<file path="config.mk">
export PLATFORM = sky130hd
export DESIGN_NAME = shift_issue_32
export DESIGN_NICKNAME = d
export VERILOG_FILES = /design/src/rtl/shift_pkg.sv /design/src/rtl/bshift_32.sv /design/src/rtl/shift_issue_32.sv
export SDC_FILE = /design/constraint.sdc
export NUM_CORES = 1
export LEC_CHECK = 0
export BUFFER_PORTS_ARGS = -buffer_cell sky130_fd_sc_hd__clkbuf_2
export CORE_ASPECT_RATIO = 1.75
export CORE_MARGIN = 2
export CORE_UTILIZATION = 35
export CTS_CLUSTER_SIZE = 12
export DETAILED_ROUTE_END_ITERATION = 8
export GPL_TIMING_DRIVEN = 0
export HOLD_SLACK_MARGIN = 0.02
export PLACE_DENSITY = 0.57
export SLEW_MARGIN = 0
export SYNTH_ARGS = -nofsm -noshare
export SYNTH_HDL_FRONTEND = slang
export SYNTH_SLANG_ARGS = --single-unit
</file>
<file path="constraint.sdc">
create_clock -name clk -period 5.5 [get_ports clk]
set_clock_uncertainty 0.05 [all_clocks]
set_input_delay 1.1 -clock clk [delete_from_list [all_inputs] [get_ports clk]]
set_output_delay 1.1 -clock clk [all_outputs]
set_load 0.05 [all_outputs]
</file>
<file path="src/rtl/shift_pkg.sv">
// shift_pkg: opcode constants and decode for the shift issue stage
package shift_pkg;
  localparam int SH_OP_W = 3;
  localparam logic [SH_OP_W-1:0] SH_LSR = 3'd0;
  localparam logic [SH_OP_W-1:0] SH_LSL = 3'd1;
  localparam logic [SH_OP_W-1:0] SH_ASR = 3'd2;
  localparam logic [SH_OP_W-1:0] SH_ASL = 3'd3;
  localparam logic [SH_OP_W-1:0] SH_ROR = 3'd4;
  localparam logic [SH_OP_W-1:0] SH_ROL = 3'd5;
  typedef struct packed {
    logic rotate;
    logic left;
    logic arith;
    logic illegal;
  } sh_ctl_t;
  function automatic sh_ctl_t sh_decode(input logic [SH_OP_W-1:0] op);
    sh_ctl_t c;
    c.rotate  = (op == SH_ROR) | (op == SH_ROL);
    c.left    = (op == SH_LSL) | (op == SH_ASL) | (op == SH_ROL);
    c.arith   = (op == SH_ASR) | (op == SH_ASL);
    c.illegal = op > SH_ROL;
    return c;
  endfunction
endpackage

</file>
<file path="src/rtl/bshift_32.sv">
// bshift_32: combinational 32-bit barrel shifter, count 0..31
module bshift_32 (
  input  logic [31:0] a,
  input  logic [4:0]  b,
  input  logic        rotate,
  input  logic        left,
  input  logic        arith,
  output logic [31:0] q,
  output logic        ov,
  output logic        z
);
  logic [31:0] sl, sr, rl, rr, ext;
  logic [30:0] diff;
  logic [5:0]  rb;
  always_comb begin
    ext  = {32{arith & a[31]}};
    sl   = a << b;
    sr   = (a >> b) | (ext & ~(32'hFFFF_FFFF >> b));
    rb   = 6'd32 - {1'b0, b};
    rl   = sl | (a >> rb);
    rr   = (a >> b) | (a << rb);
    diff = a[30:0] ^ {31{a[31]}};
    // arithmetic left keeps the sign bit; overflow when any dropped bit differs from it
    q    = rotate ? (left ? rl : rr) : left ? (arith ? {a[31], sl[30:0]} : sl) : sr;
    ov   = ~rotate & left & arith & |(diff >> (5'd31 - b));
    z    = ~|q;
  end
endmodule

</file>
<file path="src/rtl/shift_issue_32.sv">
// shift_issue_32: two-stage shift execution unit around bshift_32
module shift_issue_32 import shift_pkg::*; (
  input  logic               clk,
  input  logic               rst_n,
  input  logic               flush,
  input  logic               in_valid,
  output logic               in_ready,
  input  logic [SH_OP_W-1:0] in_op,
  input  logic [31:0]        in_a,
  input  logic [7:0]         in_cnt,
  input  logic [3:0]         in_tag,
  output logic               out_valid,
  input  logic               out_ready,
  output logic [31:0]        out_q,
  output logic               out_ov,
  output logic               out_z,
  output logic               out_err,
  output logic [3:0]         out_tag
);
  logic        s1_valid, s1_big, s2_load, accept, over;
  sh_ctl_t     s1_ctl;
  logic [31:0] s1_a, bs_q, nq;
  logic [4:0]  s1_b;
  logic [3:0]  s1_tag;
  logic        bs_ov, bs_z, nov, nz;
  assign s2_load  = ~out_valid | out_ready;
  assign in_ready = ~s1_valid | s2_load;
  assign accept   = in_valid & in_ready & ~flush;
  bshift_32 u_bshift (
    .a(s1_a), .b(s1_b), .rotate(s1_ctl.rotate), .left(s1_ctl.left), .arith(s1_ctl.arith),
    .q(bs_q), .ov(bs_ov), .z(bs_z)
  );
  // counts of 32 and above are outside bshift_32's range and resolved here
  always_comb begin
    over = s1_ctl.illegal | (s1_big & ~s1_ctl.rotate);
    nq   = s1_ctl.illegal ? s1_a :
           (~s1_big | s1_ctl.rotate) ? bs_q :
           ~s1_ctl.arith ? 32'h0 :
           s1_ctl.left ? {s1_a[31], 31'b0} : {32{s1_a[31]}};
    nov  = s1_ctl.illegal ? 1'b0 :
           over ? (s1_ctl.arith & s1_ctl.left & |(s1_a[30:0] ^ {31{s1_a[31]}})) : bs_ov;
    nz   = over ? ~|nq : bs_z;
  end
  always_ff @(posedge clk or negedge rst_n)
    if (!rst_n) s1_valid <= 1'b0;
    else s1_valid <= ~flush & (accept | (s1_valid & ~s2_load));
  always_ff @(posedge clk)
    if (accept) begin
      s1_a   <= in_a;
      s1_b   <= in_cnt[4:0];
      s1_big <= |in_cnt[7:5];
      s1_ctl <= sh_decode(in_op);
      s1_tag <= in_tag;
    end
  always_ff @(posedge clk or negedge rst_n)
    if (!rst_n) begin
      out_valid <= 1'b0;
      out_q     <= '0;
      out_ov    <= 1'b0;
      out_z     <= 1'b0;
      out_err   <= 1'b0;
      out_tag   <= '0;
    end else begin
      out_valid <= ~flush & (s2_load ? s1_valid : out_valid);
      if (s2_load & s1_valid) begin
        out_q   <= nq;
        out_ov  <= nov;
        out_z   <= nz;
        out_err <= s1_ctl.illegal;
        out_tag <= s1_tag;
      end
    end
endmodule
</file>
==> results.md, run 1 <==
Global routing:
- Entering global routing, the biggest net connects 42 pins.
- The first-pass GRT wire length is roughly 160000 um.
- The number of global-route vias before repair is 18900.
- In the global route stage, overall resource usage came out at 57.5%.
- The total grt overflow is 2.

Clock tree:
- The clock tree root driver cell is sky130_fd_sc_hd__clkbuf_16.
- In this run, CTS created clock tree buffers numbering 9.
- The maximum buffer depth of the clock tree is 2.
- The H-tree generated during clock tree synthesis spans 3 levels.
- The total clock sinks is 87.

Synthesis:
- The net count after synthesis is 1766.
- For this run, the number of Yosys warnings is 0.
- The number of enable-type register cells in the synthesized netlist is 46.
- The number of synthesized register bits is 87.
- In the synthesized netlist the async set-or-reset flop fraction comes to 47.1%.
- Synthesis produced a netlist whose cell count is ~1700.
- Sequential elements use 17.4% of the synthesized area.
- The post-synthesis cell type count is 91.
- The combined area of all synthesized cells is around 14000 um^2.
- The mean instance size in the synthesized netlist is ~8 um^2.
- Among all flip-flop cells after synthesis, the most frequent one is sky130_fd_sc_hd__edfxtp_1.

Floorplan:
- The starting density of the core is between 30% and 40%.
- The die is 154 um wide.
- The boundary pin count is just over 90.
- The number of core rows is 96.
- The die is 267 um tall.

Run status:
- The tool reported: "[ERROR GRT-0116] Global routing finished with congestion. Check the congestion regions in the DRC Viewer".
- The flow did not finish.
- The last flow stage reached is global routing.

Place:
- Detailed placement ended at an HPWL of around 86000 um.
- Buffers placed on the I/O ports in this run total 92.
- The congestion estimate from routability-driven global placement came to 1.25.
- In this run the cell area measured after placement is about 15000 um^2.
- The worst-case setup slack after placement is -1.87 ns.
- The number of instances in the placed design is 2296.
## repair_timing
action                                  CTS
buffers inserted                          4
pin swaps                                 6
hold buffers                              0
resized for setup                        82
endpoints found under the setup margin   33
## synthesized netlist by cell type, drive strengths merged (20+ instances only)
library cell | instances | area share (%)
inv | 20 | 0.54
a31oi | 30 | 1.4
clkbuf | 111 | 3.0
mux4 | 80 | 13
o22ai | 44 | 2.0
o211ai | 35 | 1.9
a21oi | 84 | 3.1
a211oi | 20 | 1.1
mux2 | 85 | 7.0
o21ai | 109 | 4.1
buf | 97 | 4.2
nand2 | 196 | 5.3
nand3 | 62 | 2.2
mux2i | 115 | 8.4
nor3 | 41 | 1.5
dfrtp | 41 | 7.4
edfxtp | 46 | 10
nand2b | 24 | 1.1
nor2 | 147 | 4.0
## metrics by stage
stage | util, % | hold slack, ns | TNS [ns]
after detailed placement | 38.3 | 0.383 | -29.03
after CTS | 39.9 | 0.403 | 0
after global placement | 38.1 | 0.383 | -33.69
after floorplan | - | 0.365 | 0
## routing by layer
metal  global-route usage [%]  GRT overflow
met5                     6.47             0
met4                     60.4             1
met3                     36.4             0
met1                     55.7             0
met2                     78.9             1
## logic make-up after synthesis
kind of cell | count (synthesis) | synth area share (%)
compound gates | 496 | 24.5
xor+xnor | 11 | 0.697
simple gates | 601 | 20.8
mux | 280 | 28.4
flops | 87 | 17.4
buf+inv | 229 | 7.74
fa+ha+maj | 5 | 0.453
==> run 2, diff against run 1 <==
Settings changed: CORE_ASPECT_RATIO 1.75 to default, CORE_UTILIZATION 35 to 20, CTS_CLUSTER_SIZE 12 to default, HOLD_SLACK_MARGIN 0.02 to default, PLACE_DENSITY 0.57 to default, PLACE_DENSITY_LB_ADDON from default to 0.15.
==> results.md, run 2 <==
Hold path:
- The worst hold-check path type is reg -> reg.
- The start point of the worst min-delay path is s1_tag[1]$_DFFE_PP_.

Detailed routing:
- After detailed routing, the average wire length per cell comes to 47.8 um.
- For this block, the routed nets add up to 130000 um of wire.
- The first detailed-routing pass took 8 iterations.
- The routed layout has about 18000 vias.
- The detail route stage leaves a number of antenna-violating nets equal to 0.
- In the routed design, unresolved DRC markers number 0.
- The number of vias per cell is around 6.5.
- The number of DRC violations after detailed-routing iteration 0 is 2556.

STA:
- For the final routed database, the setup TNS stands at -0.299 ns.
- Timing would allow up to 0.175 GHz.
- Of the available clock period, the critical path in the final layout requires 104%.
- Setup repair after global routing could not meet its margin everywhere.
- The worst hold slack across all endpoints is 0.397 ns.
- The final-report hold violation count was 0.
- Setup violations remaining at the end of the flow were counted as 2.
- For the pin with the worst max-slew slack, the measured transition is 1.47 ns.
- Subtracting the final worst setup slack from the clock period gives roughly 5.7 ns.
- The number of max-slew violations in the final report is 0.
- The final worst-path setup slack is -0.215 ns.
- The headroom to the max-slew limit is 2.15%.

Synthesis:
- The fraction of synthesis flops using an asynchronous set or reset pin is 47.1%.
- The post-synthesis cell type count is 91.
- The most used flip-flop cell after synthesis is sky130_fd_sc_hd__edfxtp_1.
- For this run, the number of Yosys warnings is 0.
- Summing every instance area after synthesis gives 13800 um^2.
- After synthesis, the mean cell area works out to around 8.1 um^2.
- In this run, synthesis produced a sequential element count of 87.
- The number of cells produced by synthesis is 1709.
- The number of enable-type register cells in the synthesized netlist is 46.
- By area the synthesized netlist is led by sky130_fd_sc_hd__mux4_2 13%, sky130_fd_sc_hd__edfxtp_1 10%, sky130_fd_sc_hd__mux2i_1 8.3%.
- Ranked by instance count, the synthesized netlist is headed by 196 x sky130_fd_sc_hd__nand2_1, 147 x sky130_fd_sc_hd__nor2_1, 114 x sky130_fd_sc_hd__mux2i_1, 111 x sky130_fd_sc_hd__clkbuf_1, 104 x sky130_fd_sc_hd__o21ai_0.
- The fraction of synthesized cell area taken by the top area cell type is 13.0%.
- The net count after synthesis is approximately 1800.
- The most frequent cell after synthesis is sky130_fd_sc_hd__nand2_1.
- sky130_fd_sc_hd__mux4_2 takes more of the synthesized area than any other cell.
- The fraction of the yosys area taken by sequential cells is 17.4%.

Power:
- The analysis attributes to cell leakage a power of 0.00593 uW.
- Across the VDD grid, the largest voltage drop is 0.131 mV.
- Dividing total power by cell area gives a power density of 204 nW/um^2.

Clock tree:
- The level count of the clock H-tree is 3.
- The number of buffers added by the clock tree synthesis step is 9.
- No sink is reached through more buffers than the 2 on the longest clock path.
- The number of buffers inserted by hold repair at cts is 0.
- The clock tree from TritonCTS is done.
- The cell sitting at the root of the clock tree is a sky130_fd_sc_hd__clkbuf_16.
- At the later pin of the worst-skew pair, clock insertion delay measures 0.40 ns.
- The clock input transition at the sequential cells of the worst setup and hold paths is 0.09 ns.
- The total clock sinks is 87.

Floorplan:
- For this configuration, the core starts out at a cell density of about a fifth.
- The floorplan step defined a die boundary enclosing 71200 um^2.
- The core region is 68500 um^2.
- The die is 267 um wide.
- The boundary pin count is 93.
- The number of core rows is 96.
- Measured along the y axis, the die boundary spans approximately 270 um.

Cells and area:
- From synthesis to final layout, the design area changed by 19.0%.
- The final layout net count is around 1900.
- The most frequent standard cell in the layout excluding fill and tap cells is sky130_fd_sc_hd__nand2_1.
- The fraction of final layout cells sized beyond drive strength 1 is 25.6%.
- The final core utilization is 24.0%.
- The library cells used most frequently in the layout, excluding fill and tap cells, are 195 x sky130_fd_sc_hd__nand2_1, 146 x sky130_fd_sc_hd__nor2_1, 100 x sky130_fd_sc_hd__clkbuf_1, 100 x sky130_fd_sc_hd__mux2i_1.
- In the final layout, the registers with the most flip-flops are out_q x32, s1_a x32, s1_b x5.
- Excluding fillers, the count of instances in the completed layout stands at 2715.

Global routing:
- The number of antenna violations at the first check in global routing is 5.
- The overall fraction of global-route tracks in use is between 30% and 40%.
- The first-pass GRT wire length is 169000 um.
- Global routing finished with a remaining overflow of 0.
- The number of global-route vias before repair was around 17000.
- Entering global routing, the biggest net connects 42 pins.

Place:
- The port buffer count is slightly above 90.
- The congestion estimate from routability-driven global placement came to around 1.0.
- Including well taps, the total number of placed cells is approximately 2700.
- Detailed placement finished with a half-perimeter wire length of 103000 um.

Critical path:
- The endpoint arrival time on the critical path is 6.00 ns.
- In this design, the stage delay of the slowest critical-path cell is 0.65 ns.
- The kind of start point of the critical path is a flip-flop.
- The critical path in this run is classified as reg -> reg.
- The startpoint identified for the worst register-to-register timing path is s1_b[0]$_DFFE_PP_.
- For this design, the slowest cell found on the critical path is sky130_fd_sc_hd__o211ai_1.
- The largest fanout on the critical path is 10.
- The critical path's most frequent cell is sky130_fd_sc_hd__buf_12.
- The signal on the critical path passes through buf_12 > buf_12 > inv_4 > buf_8 > buf_8 > buf_12 > clkbuf_8 > ha_4 > buf_6 > buf_6 > mux4_2 > nor2_1 > a21oi_2 > o211ai_1 > a31oi_1 > a211o_1 > or4_1 > o41ai_2 > a31o_1.
- The required time at the worst-slack endpoint is a little under 6 ns.
- In this run the worst setup path begins at s1_b[0]$_DFFE_PP_.
- STA classifies the critical path endpoint as a flip-flop.

Job:
- Across the run, the number of max-cap violations was 0.

Run status:
- The checks that failed: setup timing.
- The flow ran to the end, but the final reports show violations.
## run 2: stage by stage
stage	worst slack (ns)	power (uW)	instance area (um^2)
2_1_floorplan	0.653	1720	13800
3_3_place_gp	-2.75	2530	15400
3_5_place_dp	-2.60	2500	15500
4_1_cts	0.00400	3290	16400
5_1_grt	-0.124	3400	16400
6_report	-0.215	3350	16400
## run 2: layout make-up
| cell class | instances | area (um^2) |
|---|---|---|
| Fill cell | 7700 | 52000 |
| Timing Repair Buffer | 106 | 582 |
| Clock buffer | 9 | 225 |
| Sequential cell | 87 | 2410 |
| Antenna cell | 5 | 12.5 |
| Inverter | 21 | 87.6 |
| Tap cell | 882 | 1100 |
| Multi-Input combinational cell | 1393 | 10800 |
| Buffer | 205 | 1170 |
| Clock inverter | 7 | 73.8 |
## run 2: worst max-delay path, delay by kind of cell (launching register included)
family | cells | cell delay (ns)
and+or+nand+nor | 2 | 0.73
buffers and inverters | 9 | 1.74
AOI/OAI and AO/OA | 6 | 1.86
DFF | 1 | 0.46
muxes | 1 | 0.55
adders and majority gates | 1 | 0.15
## run 2: kinds of logic (layout without fill, tap and decap cells)
kind of cell / Yosys count / count (layout) / synth area share (%)
compound gates: 496 / 496 / 24.5
xor+xnor: 11 / 11 / 0.697
fa+ha+maj: 5 / 5 / 0.453
buf+inv: 229 / 348 / 7.74
flops: 87 / 87 / 17.4
mux: 280 / 280 / 28.4
other cells: 0 / 5 / 0
simple gates: 601 / 601 / 20.8
## run 2: path summary, 6_finish.rpt
path | end | slack (ns) | cells after the start
max in group asynchronous | out_q[29]$_DFFE_PN0P_ | 3.90 | 1
setup / recovery | out_z$_DFFE_PN0P_ | -0.22 | 19
setup reg to reg | out_z$_DFFE_PN0P_ | -0.22 | 19
min in group asynchronous | out_tag[3]$_DFFE_PN0P_ | 0.83 | 1
hold reg to reg | out_tag[1]$_DFFE_PN0P_ | 0.40 | 2
hold / removal | out_tag[1]$_DFFE_PN0P_ | 0.40 | 2
## run 2: power by group
part	internal [uW]	switching, uW	total (uW)
Combinational	508	1350	1860
Sequential	751	52.1	803
Clock	322	366	688
## run 2: timing repair
action | 4_1_cts | 5_1_grt
hold endpoints to repair | 0 | 0
endpoints found under the setup margin | 33 | 5
gates resized for setup | 142 | 17
setup buffers | 10 | 0
pin swaps | 10 | 5
## run 2: layer usage
metal / vias up / GRT usage, % / wire length (um)
met4: 6 / 22.2 / 9730
met3: 339 / 10.8 / 13800
met1: 9102 / 46.1 / 52200
li1: 6838 / - / -
met5: - / 0 / 35
met2: 1348 / 52.6 / 53900
Note: power is estimated with default switching activity, not from simulation.
==> run 3, diff against run 2 <==
Clock period 5.5 ns to 5.2 ns, I/O delays scaled along.
==> results.md, run 3 (same netlist as run 2, synthesis figures left out) <==
Run status:
- The flow ran to the end, but the final reports show violations.
- The final reports fail on setup timing.

Critical path:
- Traced cell by cell, the critical path runs through buf_4 > buf_2 > buf_2 > buf_2 > buf_2 > clkbuf_1 > a21oi_1 > a222oi_1 > o2111a_1 > nand3_1 > nand4b_1 > o41ai_2 > a31o_1.
- The worst reg-to-reg path cell count is 13.
- For flop-to-flop paths, the worst setup slack is -0.20 ns.
- Data on the critical path arrives at its endpoint at 5.69 ns.
- The required time at the worst-slack endpoint is roughly 5.5 ns.
- Of all nets on the critical path, the largest fanout is 10.
- The largest individual stage delay along the critical path comes from the cell sky130_fd_sc_hd__a222oi_1.
- The critical path's most frequent cell is sky130_fd_sc_hd__buf_2.
- The capture instance of the worst register-to-register path is out_z$_DFFE_PN0P_.
- STA classifies the critical path startpoint as a flip-flop.
- The type of the worst setup path is reg -> reg.
- The worst setup path is captured at a flip-flop.
- In this run the critical register-to-register path is launched from s1_b[2]$_DFFE_PP_.
- The family with the most delay on the worst path is buffers and inverters.
- The longest individual stage delay on the worst path is between 0.9 and 1 ns.
- The count of buffer and inverter cells on the critical path is 6.

Floorplan:
- The floorplan has 96 rows.
- The die extent in x is about 270 um.
- The placeable core area is 68500 um^2.
- The floorplan step defined a die boundary enclosing 71200 um^2.
- In this run the vertical extent of the chip is roughly 270 um.
- just over 90 I/O pins were placed.
- The initial utilization of the core area, before any placement, comes to 20.2%.

Clock tree:
- The total clock sinks is just under 90.
- The level count of the clock H-tree is 3.
- In this run, post-CTS hold repair placed 0 buffers.
- For the worst-skew pair, the clock arrives at the later sink with an insertion delay of 0.41 ns.
- The number of buffers added by the clock tree synthesis step is 9.
- The clock input transition at the sequential cells of the worst setup and hold paths is 0.10 ns.
- The clock tree from TritonCTS is done.
- The root buffer cell chosen for the clock tree is sky130_fd_sc_hd__clkbuf_16.
- The maximum buffer depth of the clock tree is 2.

Detailed routing:
- After detailed routing, the number of vias per cell comes to between 6 and 7.
- The wire length per cell is 47.9 um.
- Wires add up to 131000 um.
- The number of DRC violations after detailed-routing iteration 0 is 2663.
- The final route contains ~18000 vias.
- The number of detailed-routing iterations run before antenna repair is 6.
- Once detail routing completed, the nets flagged for antenna violations numbered 0.
- For this run, design rule violations remaining after detail routing come to 0.

STA:
- Setup violations remaining at the end of the flow were counted as 2.
- The final period demand of the worst path is about 5.4 ns.
- The final worst-path setup slack is -0.205 ns.
- The final-report hold violation count is 0.
- The headroom to the max-slew limit is around 4%.
- The number of max-slew violations in the final report is 0.
- The setup TNS after final layout is -0.334 ns.
- For the pin with the worst max-slew slack, the measured transition is between 1 and 1.5 ns.
- Setup repair after global routing could not meet its margin everywhere.
- For this run, the top clock speed supported by timing is 0.185 GHz.
- The ratio of final minimum period to clock period is 104%.

Cells and area:
- Leaving out fill and tap cells, the most frequent cell in the layout is sky130_fd_sc_hd__nand2_1.
- The largest registers in the layout are out_q x32, s1_a x32, s1_b x5.
- The count of placed standard cells in the final layout, fillers left out is ~2700.
- The fraction of final layout cells sized beyond drive strength 1 is 27.7%.
- The final layout net count is between 1500 and 2000.
- Leaving out fill and tap cells, the most frequent cells in the layout are 194 x sky130_fd_sc_hd__nand2_1, 144 x sky130_fd_sc_hd__nor2_1, 98 x sky130_fd_sc_hd__clkbuf_2.
- The synthesis-to-finish area growth is 21.8%.

Hold path:
- The worst min-delay path endpoint is out_tag[1]$_DFFE_PN0P_.
- The worst hold-check path type is reg -> reg.
- The worst hold path begins at s1_tag[1]$_DFFE_PP_.
- Counting instances, the worst hold path has a depth of 2.

Place:
- The port buffer count is between 90 and 100.
- The worst-case setup slack after placement is -2.90 ns.
- The number of instances in the placed design is 2687.
- Routability-driven placement finished with a final weighted congestion of 1.03.
- The placed wire-length estimate after detailed placement is 103000 um.

Global routing:
- The total grt overflow is 0.
- Across every metal layer, demand over resource in global routing totals 36.2%.
- The number of global-route vias before repair was 16800.
- The first global-routing pass estimated 170000 um of wire.
- The pin count of the biggest net entering global routing is 42.
- The number of antenna violations at the first check in global routing was 7.

Job:
- Max-cap violations in this run came to 0.

Power:
- The analysis attributes to cell leakage a power of 0.00608 uW.
- IR analysis of the VDD net gives a maximum drop of 0.140 mV.
- Dividing total power by cell area gives a power density of 214 nW/um^2.
[run 3: what timing repair did]
item | in CTS | in global routing
gates resized for setup | 183 | 34
cloned | 1 | 0
buffers inserted | 22 | 2
endpoints found under the setup margin | 33 | 7
pin swaps | 16 | 9
[run 3: metal layers]
layer | part of all wire (%) | global-route usage (%)
met5 | 0.018 | 0
met4 | 7.1 | 21.3
met3 | 10 | 10.5
met2 | 42 | 53.5
met1 | 41 | 46.5
[run 3: stage by stage]
stage               util [%]  cell area, um^2  total power (uW)  hold slack (ns)
floorplan                  -            13800              1820            0.365
global placement        22.5            15400              2680            0.376
detailed placement      22.6            15500              2650            0.387
CTS                     24.4            16700              3520            0.404
global route            24.6            16800              3650            0.422
finish                  24.6            16800              3610            0.397
[run 3: area by class of cell]
class / instances / area, um^2
fillers: 7673 / 51600
multi-input cells: 1393 / 11000
clock inverters: 7 / 73.8
flip-flops and latches: 87 / 2410
well taps: 882 / 1100
inverters: 21 / 92.6
repair buffers: 121 / 732
plain buffers: 205 / 1230
diodes: 4 / 10.0
clock buffers: 9 / 225
[run 3: how the worst max path moves through the flow]
stage                                  from                 to  cells after the start
after global placement    s1_b[0]$_DFFE_PP_  out_z$_DFFE_PN0P_                     21
after detailed placement  s1_b[0]$_DFFE_PP_  out_z$_DFFE_PN0P_                     21
after floorplan           s1_b[0]$_DFFE_PP_  out_z$_DFFE_PN0P_                     21
after CTS                 s1_b[0]$_DFFE_PP_  out_z$_DFFE_PN0P_                     20
final                     s1_b[2]$_DFFE_PP_  out_z$_DFFE_PN0P_                     13
after global routing      s1_b[0]$_DFFE_PP_  out_z$_DFFE_PN0P_                     22
[run 3: worst min-delay path, delay by kind of cell, from the launching register on]
family        cells  cell delay (ns)
flops             1             0.33
simple gates      2             0.10
[run 3: power breakdown]
part           total (uW)  internal [uW]  switching [uW]
combinational        2020            572            1450
sequential            849            794            55.2
clock                 733            341             392
total                3610           1710            1900
==> run 4, diff against run 3 <==
Settings changed: CTS_BUF_LIST from default to sky130_fd_sc_hd__clkbuf_4.
==> results.md, run 4 (same netlist as run 2, synthesis figures left out) <==
Run status:
- The run finished, with violations left.
- The checks that failed: setup timing.

Clock tree:
- The clock insertion delay at the later pin of the skew report is 0.64 ns.
- TritonCTS built the clock tree.
- The total clock sinks is 87.
- The clock input transition at the sequential cells of the worst setup and hold paths is 0.23 ns.
- The level count of the clock H-tree is 3.
- The number of buffers inserted by hold repair at cts is 0.
- The number of buffers added by the clock tree synthesis step is 9.
- The clock tree root driver cell is sky130_fd_sc_hd__clkbuf_4.
- The maximum buffer depth of the clock tree is 2.

Critical path:
- Of all nets on the critical path, the largest fanout is 10.
- The setup path with the least slack is of type reg -> reg.
- The endpoint arrival time on the critical path is 5.97 ns.
- The worst setup path is captured at a flip-flop.
- STA classifies the critical path startpoint as a flip-flop.
- The required time at the worst-slack endpoint is 5.72 ns.

Power:
- The worst-case vdd ir drop is 0.106 mV.
- In this run the power density over the cells is 201 nW/um^2.
- The final total power is 3350 uW.
- In this run the static leakage power is 0.00601 uW.

STA:
- Derived from the worst setup path, the maximum achievable clock frequency is between 0.15 and 0.2 GHz.
- The final-report hold violation count is 0.
- The ratio of final minimum period to clock period is 105%.
- Setup violations remaining at the end of the flow were counted as 4.
- The headroom to the max-slew limit is 3.71%.
- The number of max-slew violations in the final report is 0.
- Counting I/O delays and the setup requirement, the final critical path takes around 5.5 ns.
- Once routing completed, OpenROAD measured the worst setup slack at -0.255 ns.
- Setup repair after global routing could not meet its margin everywhere.
- The pin slew with the least headroom to its limit is 1.44 ns.

Floorplan:
- Row generation in the floorplan step produced 96 rows.
- The placeable core area is 68500 um^2.
- The area of the die is 71200 um^2.
- The overall die height is between 200 and 300 um.
- Once the floorplan was initialized, standard cells occupied 20.2% of the core.
- The die is approximately 270 um wide.
- In this run the count of I/O pins placed on the die edge is 93.

Global routing:
- The first global-routing pass estimated about 170000 um of wire.
- The number of global-route vias before repair is 16900.
- The overall fraction of global-route tracks in use is ~36%.
- The total overflow left after global routing is 0.
- The number of antenna violations at the first check in global routing is 14.
- Entering global routing, the biggest net connects 42 pins.

Detailed routing:
- The number of vias per cell is 6.54.
- The number of DRC violations after detailed-routing iteration 0 is 2656.
- The detailed router placed 17800 vias in this run.
- The total wire length is 131000 um.
- The number of detailed-routing iterations run before antenna repair is 6.
- The wire length per cell is approximately 48 um.
- The DRC violation count after routing is 0.
- The antenna violation net count after detailed routing is 0.

Cells and area:
- The top cell types in the final layout, fill and taps aside, are 193 x sky130_fd_sc_hd__nand2_1, 144 x sky130_fd_sc_hd__nor2_1, 98 x sky130_fd_sc_hd__clkbuf_2.
- The most frequent standard cell in the layout excluding fill and tap cells is sky130_fd_sc_hd__nand2_1.
- The synthesis-to-finish area growth is 20.7%.
- The area of all placed cells without fillers is approximately 17000 um^2.
- The final core utilization is 24.4%.
- Cells with a size suffix above 1 make up 27.6% of the layout.
- The final layout net count is 1894.
- The largest registers in the layout are out_q x32, s1_a x32, s1_b x5.

Place:
- In this run the tool buffered the top-level ports with 92 buffer cells.
- The weighted congestion at the end of routability-driven global placement is 1.03.
- After legalization and detailed placement, the total HPWL measured ~100000 um.
- The cell area after placement is 15500 um^2.

Hold path:
- The tightest min-delay check is of the reg -> reg type.

Job:
- Max-cap violations in this run came to 0.
[run 4: changes by cell type in the layout (fill, tap and decap cells not counted), sizes merged]
cell	delta
buf	-1
clkbuf	-1
clkdlybuf4s15	+1
[run 4: critical path: stages, from the launching register on]
cell	delay [ns]
sky130_fd_sc_hd__edfxtp_1	0.47
sky130_fd_sc_hd__buf_12	0.15
sky130_fd_sc_hd__buf_16	0.17
sky130_fd_sc_hd__inv_6	0.07
sky130_fd_sc_hd__buf_12	0.16
sky130_fd_sc_hd__buf_12	0.16
sky130_fd_sc_hd__buf_12	0.14
sky130_fd_sc_hd__clkbuf_16	0.17
sky130_fd_sc_hd__ha_4	0.20
sky130_fd_sc_hd__ha_4	0.37
sky130_fd_sc_hd__buf_12	0.20
sky130_fd_sc_hd__buf_12	0.16
sky130_fd_sc_hd__mux4_2	0.32
sky130_fd_sc_hd__nor2_1	0.17
sky130_fd_sc_hd__a21oi_2	0.12
sky130_fd_sc_hd__o211ai_1	0.65
sky130_fd_sc_hd__a31oi_1	0.23
sky130_fd_sc_hd__a211o_1	0.32
sky130_fd_sc_hd__or4_1	0.55
sky130_fd_sc_hd__o41ai_2	0.35
sky130_fd_sc_hd__a31o_1	0.14
[run 4: metrics by stage]
step           hold slack, ns  setup WS (ns)  std cells  setup TNS, ns
4_1_cts                 0.429        -0.0612       2723        -0.0612
3_5_place_dp            0.387          -2.90       2687         -69.15
6_report                0.415         -0.255       2728         -0.475
3_3_place_gp            0.376          -3.05       2683         -75.58
2_1_floorplan           0.365          0.353       1709              0
5_1_grt                 0.437         -0.167       2726         -0.167
[run 4: layout make-up]
cell class | count | area (um^2)
fillers | 7676 | 51800
clock inverters | 7 | 73.8
inverters | 21 | 92.6
repair buffers | 120 | 724
flip-flops and latches | 87 | 2410
plain buffers | 205 | 1230
multi-input cells | 1393 | 11000
well taps | 882 | 1100
diodes | 4 | 10.0
clock buffers | 9 | 67.6
[run 4: path summary, 6_finish.rpt]
check | endpoint | cells after the start | slack [ns] | startpoint
hold / removal | out_tag[3]$_DFFE_PN0P_ | 2 | 0.41 | s1_tag[3]$_DFFE_PP_
setup reg to reg | out_z$_DFFE_PN0P_ | 20 | -0.25 | s1_b[0]$_DFFE_PP_
max in group asynchronous | out_q[30]$_DFFE_PN0P_ | 1 | 3.88 | rst_n
hold reg to reg | out_tag[3]$_DFFE_PN0P_ | 2 | 0.41 | s1_tag[3]$_DFFE_PP_
setup / recovery | out_z$_DFFE_PN0P_ | 20 | -0.25 | s1_b[0]$_DFFE_PP_
min in group asynchronous | out_tag[3]$_DFFE_PN0P_ | 1 | 0.52 | rst_n
[run 4: routing by layer]
layer,routed length (um),GRT usage [%],up-vias
li1,-,-,6848
met1,52800,46.6,9218
met2,54300,53.5,1400
met3,13900,10.7,366
met4,9670,21.0,6
met5,38,0,-
[run 4: what timing repair did]
action / 4_1_cts / 5_1_grt
pin swaps: 17 / 5
endpoints found under the hold margin: 0 / 0
endpoints found under the setup margin: 33 / 8
gates resized for setup: 184 / 36
gates cloned: 1 / 0
buffers inserted: 22 / 1
[run 4: power by group]
| part | internal (uW) | total [uW] | switching [uW] |
|---|---|---|---|
| Sequential | 794 | 849 | 55.3 |
| Combinational | 571 | 2020 | 1450 |
| Clock | 113 | 476 | 362 |
| Total | 1480 | 3350 | 1870 |
